`src/rtl/data_unpacker_if.sv`:
```
// data_unpacker_if: valid/ready stream carrying one N-lane vector, its chain id and a last marker.
// Latency: none, wires only.
// Backpressure: ready flows from slave to master; a beat transfers when valid and ready are both high.
interface data_unpacker_if #(
  parameter int N          = 8,
  parameter int DATA_WIDTH = 32,
  parameter int CHAIN_W    = 2
);
  logic                             valid;
  logic                             ready;
  logic [CHAIN_W-1:0]               chain_id;
  logic [N-1:0][DATA_WIDTH-1:0]     vector;
  logic                             last;

  modport master (output valid, chain_id, vector, last, input ready);
  modport slave  (input valid, chain_id, vector, output ready);
endinterface

```
`src/rtl/data_unpacker.sv`:
```
// data_unpacker: splits N-lane packed vectors into blocks of N, M or 1 lanes per beat, mode per chain.
// Latency: first block one cycle after accept, then one block per downstream handshake.
// Backpressure: accepts only when empty or on the final beat with downstream ready; output held until taken.
module data_unpacker #(
  parameter int                      N                  = 8,
  parameter int                      M                  = 2,
  parameter int                      DATA_WIDTH         = 32,
  parameter int                      MAX_CHAINS         = 4,
  parameter logic [7:0]              PERSONAL_CONFIG_ID = 8'd0,
  parameter logic [8*MAX_CHAINS-1:0] INITIAL_FIRMWARE   = '0
) (
  input  logic            clk,
  input  logic            rst,
  input  logic            tracing,
  input  logic [7:0]      configId,
  input  logic [7:0]      configData,
  data_unpacker_if.slave  packed_bus,
  data_unpacker_if.master block_bus
);

  localparam int CHAIN_W = (MAX_CHAINS > 1) ? $clog2(MAX_CHAINS) : 1;
  localparam int CNT_W   = $clog2(N + 1);
  localparam logic [CNT_W-1:0] STEP_N = CNT_W'(N);
  localparam logic [CNT_W-1:0] STEP_M = CNT_W'(M);
  localparam logic [CNT_W-1:0] STEP_1 = CNT_W'(1);

  if (M < 1 || M > N || (N % M) != 0) begin : g_bad_m
    $error("data_unpacker: M must be between 1 and N and divide N");
  end

  logic [7:0]                   firmware [MAX_CHAINS];
  logic [7:0]                   byte_counter;
  logic [N-1:0][DATA_WIDTH-1:0] data_buf;
  logic [CNT_W-1:0]             count;
  logic [CNT_W-1:0]             step;
  logic [CHAIN_W-1:0]           chain;

  logic [7:0]       fw_sel;
  logic [CNT_W-1:0] mode_step;
  logic             mode_ok;
  logic             accept;
  logic             beat;

  // Upstream ready: empty, or the current block is the last one and downstream takes it now
  assign packed_bus.ready = !rst && tracing &&
                            ((count == '0) || ((count == step) && block_bus.ready));
  assign accept = packed_bus.valid && packed_bus.ready;
  assign beat   = block_bus.valid && block_bus.ready;

  // Look up the block size for the incoming chain; unknown modes and out-of-range chains drop
  always_comb begin
    fw_sel    = 8'hFF;
    mode_step = STEP_N;
    mode_ok   = 1'b1;
    for (int i = 0; i < MAX_CHAINS; i++) begin
      if (packed_bus.chain_id == CHAIN_W'(i)) fw_sel = firmware[i];
    end
    case (fw_sel)
      8'd0:    mode_step = STEP_N;
      8'd1:    mode_step = STEP_M;
      8'd2:    mode_step = STEP_1;
      default: mode_ok   = 1'b0;
    endcase
  end

  // Vector buffer and remaining-lane count; a new load wins over the shift of the final beat
  always_ff @(posedge clk) begin
    if (rst) begin
      data_buf <= '0;
      count    <= '0;
      step     <= STEP_N;
      chain    <= '0;
    end else if (accept) begin
      if (mode_ok) begin
        data_buf <= packed_bus.vector;
        count    <= STEP_N;
        step     <= mode_step;
        chain    <= packed_bus.chain_id;
      end else begin
        data_buf <= '0;
        count    <= '0;
      end
    end else if (beat) begin
      data_buf <= data_buf >> (int'(step) * DATA_WIDTH);
      count    <= count - step;
    end
  end

  // Firmware bytes arrive in chain order while tracing is off; any other id rewinds the counter
  always_ff @(posedge clk) begin
    if (rst) begin
      byte_counter <= '0;
      for (int i = 0; i < MAX_CHAINS; i++) begin
        firmware[i] <= INITIAL_FIRMWARE[8*i +: 8];
      end
    end else if (!tracing) begin
      if (configId == PERSONAL_CONFIG_ID) begin
        for (int i = 0; i < MAX_CHAINS; i++) begin
          if (byte_counter == 8'(i)) firmware[i] <= configData;
        end
        if (byte_counter != 8'hFF) byte_counter <= byte_counter + 8'd1;
      end else begin
        byte_counter <= '0;
      end
    end
  end

  // Present the low step lanes of the buffer; lanes above the block read as zero
  always_comb begin
    block_bus.vector = '0;
    for (int i = 0; i < N; i++) begin
      if (CNT_W'(i) < step) block_bus.vector[i] = data_buf[i];
    end
  end

  assign block_bus.valid    = (count != '0);
  assign block_bus.last     = (count != '0) && (count == step);
  assign block_bus.chain_id = chain;

endmodule

```
`src/flat_wrapper.sv`:
```
// flat-port wrapper written by rule: the top's interface ports become plain ports
module data_unpacker_flat 
#(
  parameter int                      N                  = 8,
  parameter int                      M                  = 2,
  parameter int                      DATA_WIDTH         = 32,
  parameter int                      MAX_CHAINS         = 4,
  parameter logic [7:0]              PERSONAL_CONFIG_ID = 8'd0,
  parameter logic [8*MAX_CHAINS-1:0] INITIAL_FIRMWARE   = '0
)
  (clk, rst, tracing, configId, configData, packed_bus_valid, packed_bus_chain_id, packed_bus_vector, packed_bus_ready, block_bus_valid, block_bus_chain_id, block_bus_vector, block_bus_last, block_bus_ready);
  data_unpacker_if #(.N(N), .DATA_WIDTH(DATA_WIDTH), .CHAIN_W((2))) packed_bus_i ();
  data_unpacker_if #(.N(N), .DATA_WIDTH(DATA_WIDTH), .CHAIN_W((2))) block_bus_i ();
  input  logic clk;
  input  logic rst;
  input  logic tracing;
  input  logic [7:0] configId;
  input  logic [7:0] configData;
  input wire logic [$bits(packed_bus_i.valid)-1:0] packed_bus_valid;
  input wire logic [$bits(packed_bus_i.chain_id)-1:0] packed_bus_chain_id;
  input wire logic [$bits(packed_bus_i.vector)-1:0] packed_bus_vector;
  output wire logic [$bits(packed_bus_i.ready)-1:0] packed_bus_ready;
  output wire logic [$bits(block_bus_i.valid)-1:0] block_bus_valid;
  output wire logic [$bits(block_bus_i.chain_id)-1:0] block_bus_chain_id;
  output wire logic [$bits(block_bus_i.vector)-1:0] block_bus_vector;
  output wire logic [$bits(block_bus_i.last)-1:0] block_bus_last;
  input wire logic [$bits(block_bus_i.ready)-1:0] block_bus_ready;
  assign packed_bus_i.valid = packed_bus_valid;
  assign packed_bus_i.chain_id = packed_bus_chain_id;
  assign packed_bus_i.vector = packed_bus_vector;
  assign packed_bus_ready = packed_bus_i.ready;
  assign block_bus_valid = block_bus_i.valid;
  assign block_bus_chain_id = block_bus_i.chain_id;
  assign block_bus_vector = block_bus_i.vector;
  assign block_bus_last = block_bus_i.last;
  assign block_bus_i.ready = block_bus_ready;
  data_unpacker #(.N(N), .M(M), .DATA_WIDTH(DATA_WIDTH), .MAX_CHAINS(MAX_CHAINS), .PERSONAL_CONFIG_ID(PERSONAL_CONFIG_ID), .INITIAL_FIRMWARE(INITIAL_FIRMWARE)) u_core (.clk(clk), .rst(rst), .tracing(tracing), .configId(configId), .configData(configData), .packed_bus(packed_bus_i), .block_bus(block_bus_i));
endmodule
```
`config.mk`:
```
export PLATFORM = sky130hd
export DESIGN_NAME = data_unpacker_flat
export DESIGN_NICKNAME = d
export VERILOG_FILES = /design/src/rtl/data_unpacker_if.sv /design/src/rtl/data_unpacker.sv /design/src/flat_wrapper.sv
export SDC_FILE = /design/constraint.sdc
export NUM_CORES = 1
export LEC_CHECK = 0
export CORE_MARGIN = 2
export CORE_UTILIZATION = 45
export DETAILED_ROUTE_END_ITERATION = 12
export PLACE_DENSITY = 0.88
export SYNTH_ARGS = -nofsm -noshare
export SYNTH_HDL_FRONTEND = slang
export SYNTH_SLANG_ARGS = --single-unit
```
`constraint.sdc`:
```
create_clock -name clk -period 3.05 [get_ports clk]
set_clock_uncertainty 0.1 [all_clocks]
set_input_delay 0.4575 -clock clk [delete_from_list [all_inputs] [get_ports clk]]
set_output_delay 0.4575 -clock clk [all_outputs]
set_load 0.02 [all_outputs]
```
# Word-level counts from Yosys, hierarchy flattened
# Memories as Yosys holds them, arrays and structs flattened.
# Index checks and enable logic that the tools add are counted.
# op_classes
addsub,2
magnitude_cmp,8
eq_ne,11
shift,1
mux,48
n_bitwise,5
n_reduce_logical,18
# op_table
op,count
256-bit 2-to-1 mux,3
32-bit 2-to-1 mux,8
256-bit by 9-bit right shift with 256-bit output,1
8-bit 2-to-1 mux,10
"8-bit by 2-bit == test with 1-bit output, second input constant",3
8-bit logical NOT,3
1-bit 2-to-1 mux,23
"8-bit by 1-bit == test with 1-bit output, second input constant",2
"3-bit by 4-bit < comparator with 1-bit output, first input constant",4
4-bit 2-to-1 mux,3
"8-bit by 1-bit adder with 8-bit output, second input constant",1
"1-bit by 4-bit < comparator with 1-bit output, first input constant",2
"2-bit by 4-bit < comparator with 1-bit output, first input constant",2
"8-bit != test, second input constant",1
4-bit one-hot mux with 2 select lines,1
1-bit logical AND,6
"2-bit == test, second input constant",2
4-bit == test,1
4-bit logical NOT,1
1-bit bitwise OR,4
2-bit AND reduction,2
4-bit nonzero test,1
4-bit subtractor,1
3-bit OR reduction,1
other kinds (7),7
# word_totals
register_bits,274
ram_bits,32
out_inout_bits,261
elab_cells,106
memories,1
# memory_table
memory,words,width,rd,rd_ports_with_merged_regs,write_ports,line_no,rtl
u_core.firmware,4,8,4,0,4,data_unpacker.sv:31,logic [7:0] firmware [MAX_CHAINS];

# Logic depth before layout (Yosys ltp)
# logic_depth
ltp_word,10
depth_mapped,12

# Least setup slack after synthesis
# Ideal clock, no wire load.
# synth_path
path_type,register -> register
startpoint,register u_core.step[1]
endpoint,register u_core.data_buf[168] (netlist name)
setup_ns,0.124
t_arrival_ns,2.749
t_required_ns,2.826
path_slack_ns,0.077
path_stages_with_launch,13
n_path_buf,5
synth_period_minus_slack_ns,2.973
path_cell_list,dfxtp_1 -> buf_2 -> inv_1 -> buf_1 -> clkbuf_1 -> ha_1 -> nand4b_1 -> o21ai_4 -> a21boi_1 -> buf_2 -> buf_2 -> a221oi_2 -> a21oi_1
# synth_via
elab_chain_len,6
# synth_rtl
item,line_no,rtl
from (decl),data_unpacker.sv:35,logic [CNT_W-1:0] step;
from (signal assigned),data_unpacker.sv:77,step <= mode_step;
"parallel branches: the longest is 6 deep, another holds 256-bit by 9-bit right shift with 256-bit output",--,
to (signal assigned),data_unpacker.sv:75,data_buf <= packed_bus.vector;
to (signal assigned),data_unpacker.sv:84,data_buf <= data_buf >> (int'(step) * DATA_WIDTH);
to (decl),data_unpacker.sv:33,logic [N-1:0][DATA_WIDTH-1:0] data_buf;
# Several ways; the timed one is not identified. The select of a mux whose other input is x is not followed.
# A chain may end at the register's enable or synchronous reset.

# Final worst setup path
# layout_path
startpoint,register u_core.step[3]
endpoint,output port block_bus_vector[21]
# layout_via
elab_chain_len,2
# layout_rtl
item,line_no,rtl
1-bit by 4-bit < comparator with 1-bit output,data_unpacker.sv:112,if (CNT_W'(i) < step) block_bus.vector[i] = data_buf[i];
32-bit 2-to-1 mux,data_unpacker.sv:112,
to (decl),flat_wrapper.sv:25,output wire logic [$bits(block_bus_i.vector)-1:0] block_bus_vector;
# No other way between the ends.

==> impl_results.md <==
- Port Buffer Count: 539
- Unrepaired setup endpoints after global routing: false
- GRT Util Overall: 37.92%
- Data arrival time of the critical path: 2.43 ns
- Required time of the worst setup path: 2.49 ns
- Worst-margin pin slew: 1.243 ns
- Worst Hold Class: input pin to flip-flop
- Distinct cells, synth: 71
- #FFs+latches synth: 305
- Fraction of the yosys area taken by sequential cells: 31.94%
- Compound-cell area share of the yosys netlist: 25.04%
- DRT iter0 DRCs: 3,474
- FP Rows: 77
- Non-Filler Instances: 3,458
- Grt ovf: 0
- Hold Path Origin: rst
- FILL cells: 3,664
- Worst-path fanout max: 32
- Avg Vias per Cell: 6.540
- Layout area overhead: 34.95%
- Multi-input gate area: 0.01239 mm²
- Gpl congestion: 0.9432
- Synth Area per Inst: 8.173 µm²
- Hold Path Stages: 2
- Outcome: finished, final reports clean
- Largest family of logic cells by synthesized area: compound AO/OA/AOI/OAI gates
- Worst Hold End: u_core.block_bus.chain_id[0]
- Largest net degree at the start of global routing: 191
- Slew margin rel.: 16.95%
- Final Max Slew Viols: 0
- Crit start category: flip-flop
- Chip height: 215.5 µm
- Floorplan core area: 0.04422 mm²
- Die W: 215.5 µm
- Worst Setup End Kind: primary output
- Clk buf depth: 3
- TritonRoute pass-1 iters: 6
- Fraction of layout cells with a size suffix above 1: 14.56%
- R2R depth: 8
- Final hold vios: 0
- TNS Setup: 0 ns
- Nets: 3,119
- ANT nets after route: 0
- Post-Synth XOR/XNOR Area: 0.3420%
- EDFF count, synth: 32
- Routed via count: 22,620
- Reg2reg end: u_core.data_buf[20]
- WL/cell: 26.61 µm
- Simple logic cell fraction of the synthesized area: 24.95%
- Pwr dens: 884.6 mW/mm²
- CTS sink cnt: 305
- Setup CP Type: flip-flop to primary output
- DIE AREA: 0.04642 mm²
- Syn nets: 2,748
- Post-synthesis async set-or-reset flop share: 0%
- Cts hold-fix bufs: 0
- FF-to-FF Start: u_core.step[1]
- Predominant post-synthesis flop cell: dfxtp_1
- Fraction of synthesized area in multiplexers: 10.37%
- H-tree Lvls: 2
- Worst vdd ir: 0.0006338 V
- Mapped cell area: 0.02012 mm²
- Worst reg2reg setup slack: 0.25 ns
- Num CTS Buffers: 36
- Placed wire-length estimate: 63.57 mm
- Final period util: 98.10%
- Mapped Cells: 2,462
- DRC: 0
- Reg area: 0.006437 mm²
- Clock transition at path regs: 0.06 ns
- Fraction of the mapped netlist area in adder cells: 0.4726%
- Post-Place Cells: 3,385
- Root Buffer: clkbuf_16
- WL final: 92.00 mm
- Fmax: 334.2 MHz
- Initial antenna violation count: 11
- Hold Slack: 0.1746 ns
- Initial Util: 45.50%
- P_leak: 9.831 nW
- Final setup viols: 0
- Boundary Pins: 540
- Max-cap violations: 0
- Synth warnings: 0
- Vias in the first global route: 21,630
- Min Clock Period, post-route: 2.992 ns
- Clock Latency Late Sink: 0.57 ns
- First-pass GRT wire length: 136.2 mm
- CTS tree: built
## cells in the final DEF (no fill, tap or decap), drive strengths merged, types with 63 or more instances in the layout
master	netlist	layout
a211oi	70	70
nor2	130	131
nand4	228	228
dfxtp	273	273
mux2	121	121
o21ai	238	238
nand3	63	63
clkdlybuf4s50	0	515
and2	161	161
buf	111	93
nand2	158	158
a21oi	281	281
nor2b	98	98
## registers in the layout, summed over array words and instances, names as in the netlist
register	count
u_core.firmware	32
u_core.block_bus.chain_id	2
u_core.data_buf	256
u_core.count	4
u_core.step	3
u_core.byte_counter	8
## worst max-delay path by stage
stage / from / to / slack (ns) / cells past startpoint
finish: u_core.step[3] / block_bus_vector[21] / 0.06 / 4
global route: u_core.step[3] / block_bus_vector[123] / 0.02 / 3
floorplan: u_core.step[1] / u_core.data_buf[168] / 0.08 / 12
CTS: u_core.step[1] / packed_bus_ready / 0.05 / 6
global placement: tracing / u_core.data_buf[180] / 0.19 / 7
detailed placement: packed_bus_chain_id[0] / u_core.data_buf[3] / 0.09 / 7
## layer usage
layer	share of wire, %	up-vias	wire [µm]	global-route usage, %
li1	-	9799	-	-
met3	8.8	353	8136	6.977
met1	37	10830	33780	45.04
met2	47	1623	42960	62.55
met4	7.7	8	7068	25.54
met5	0.063	-	58	0
## metrics by stage
stage          area [µm²]  utilization (%)  worst slack [ns]  power, W
3_3_place_gp        25890            58.54            0.1853   0.01892
4_1_cts             27140            61.37           0.04689   0.02375
2_1_floorplan       20120                -           0.07678   0.01360
3_5_place_dp        25890            58.54           0.09212   0.01916
5_1_grt             27150            61.40           0.01622   0.02498
6_report            27150            61.41           0.05780   0.02402
## power breakdown
group / switching [W] / internal (W)
clock: 0.00187 / 0.00271
sequential: 0.00153 / 0.00530
combinational: 0.00704 / 0.00557
total: 0.0104 / 0.0136
## cell type report
type,count,area share [%]
clock inverters,11,0.4239
well taps,592,2.728
repair buffers,609,23.06
diodes,8,0.07372
clock buffers,52,4.105
multi-input cells,1863,45.63
flip-flops and latches,305,23.71
inverters,18,0.2672
## cell families after synthesis
kind of cell	count (synthesis)
buffers and inverters	295
flip-flops	305
multiplexers	182
XOR/XNOR	7
adder cells (fa/ha/maj)	7
AND/OR/NAND/NOR	924
AO/OA/AOI/OAI	742
## worst max-delay path: stages, from the launching register on
cell and delay [ns]:
dfxtp_4 0.47, nor3_2 0.30, buf_4 0.40, nor2b_1 0.11, clkdlybuf4s50_1 0.57
## cells in the mapped netlist, drive strengths merged (11+ instances only)
library cell  number  share of area [%]
edfxtp            32                4.8
a31oi             29               0.90
a211oi            70                3.9
nand2b            26               0.81
and3              36                1.1
and2             161                5.0
nor2b             98                3.0
nand2            158                3.0
clkbuf           166                3.1
a21oi            281                7.1
a2bb2oi           60                3.9
mux2             121                6.8
o21ai            238                6.0
inv               18               0.34
buf              111                3.4
a221oi            24                1.4
nor2             130                2.5
mux2i             52                2.6
nand4            228                7.1
nand3             63                1.6
dfxtp            273                 27
a22o              11               0.48
## repair_timing
action                                  in CTS  in global routing
endpoints found under the setup margin      37                  1
gates resized for setup                      2                  3
pin swaps                                    1                  0
buffers inserted                             1                  0
cloned                                       1                  0
(Power assumes the default switching activity.)
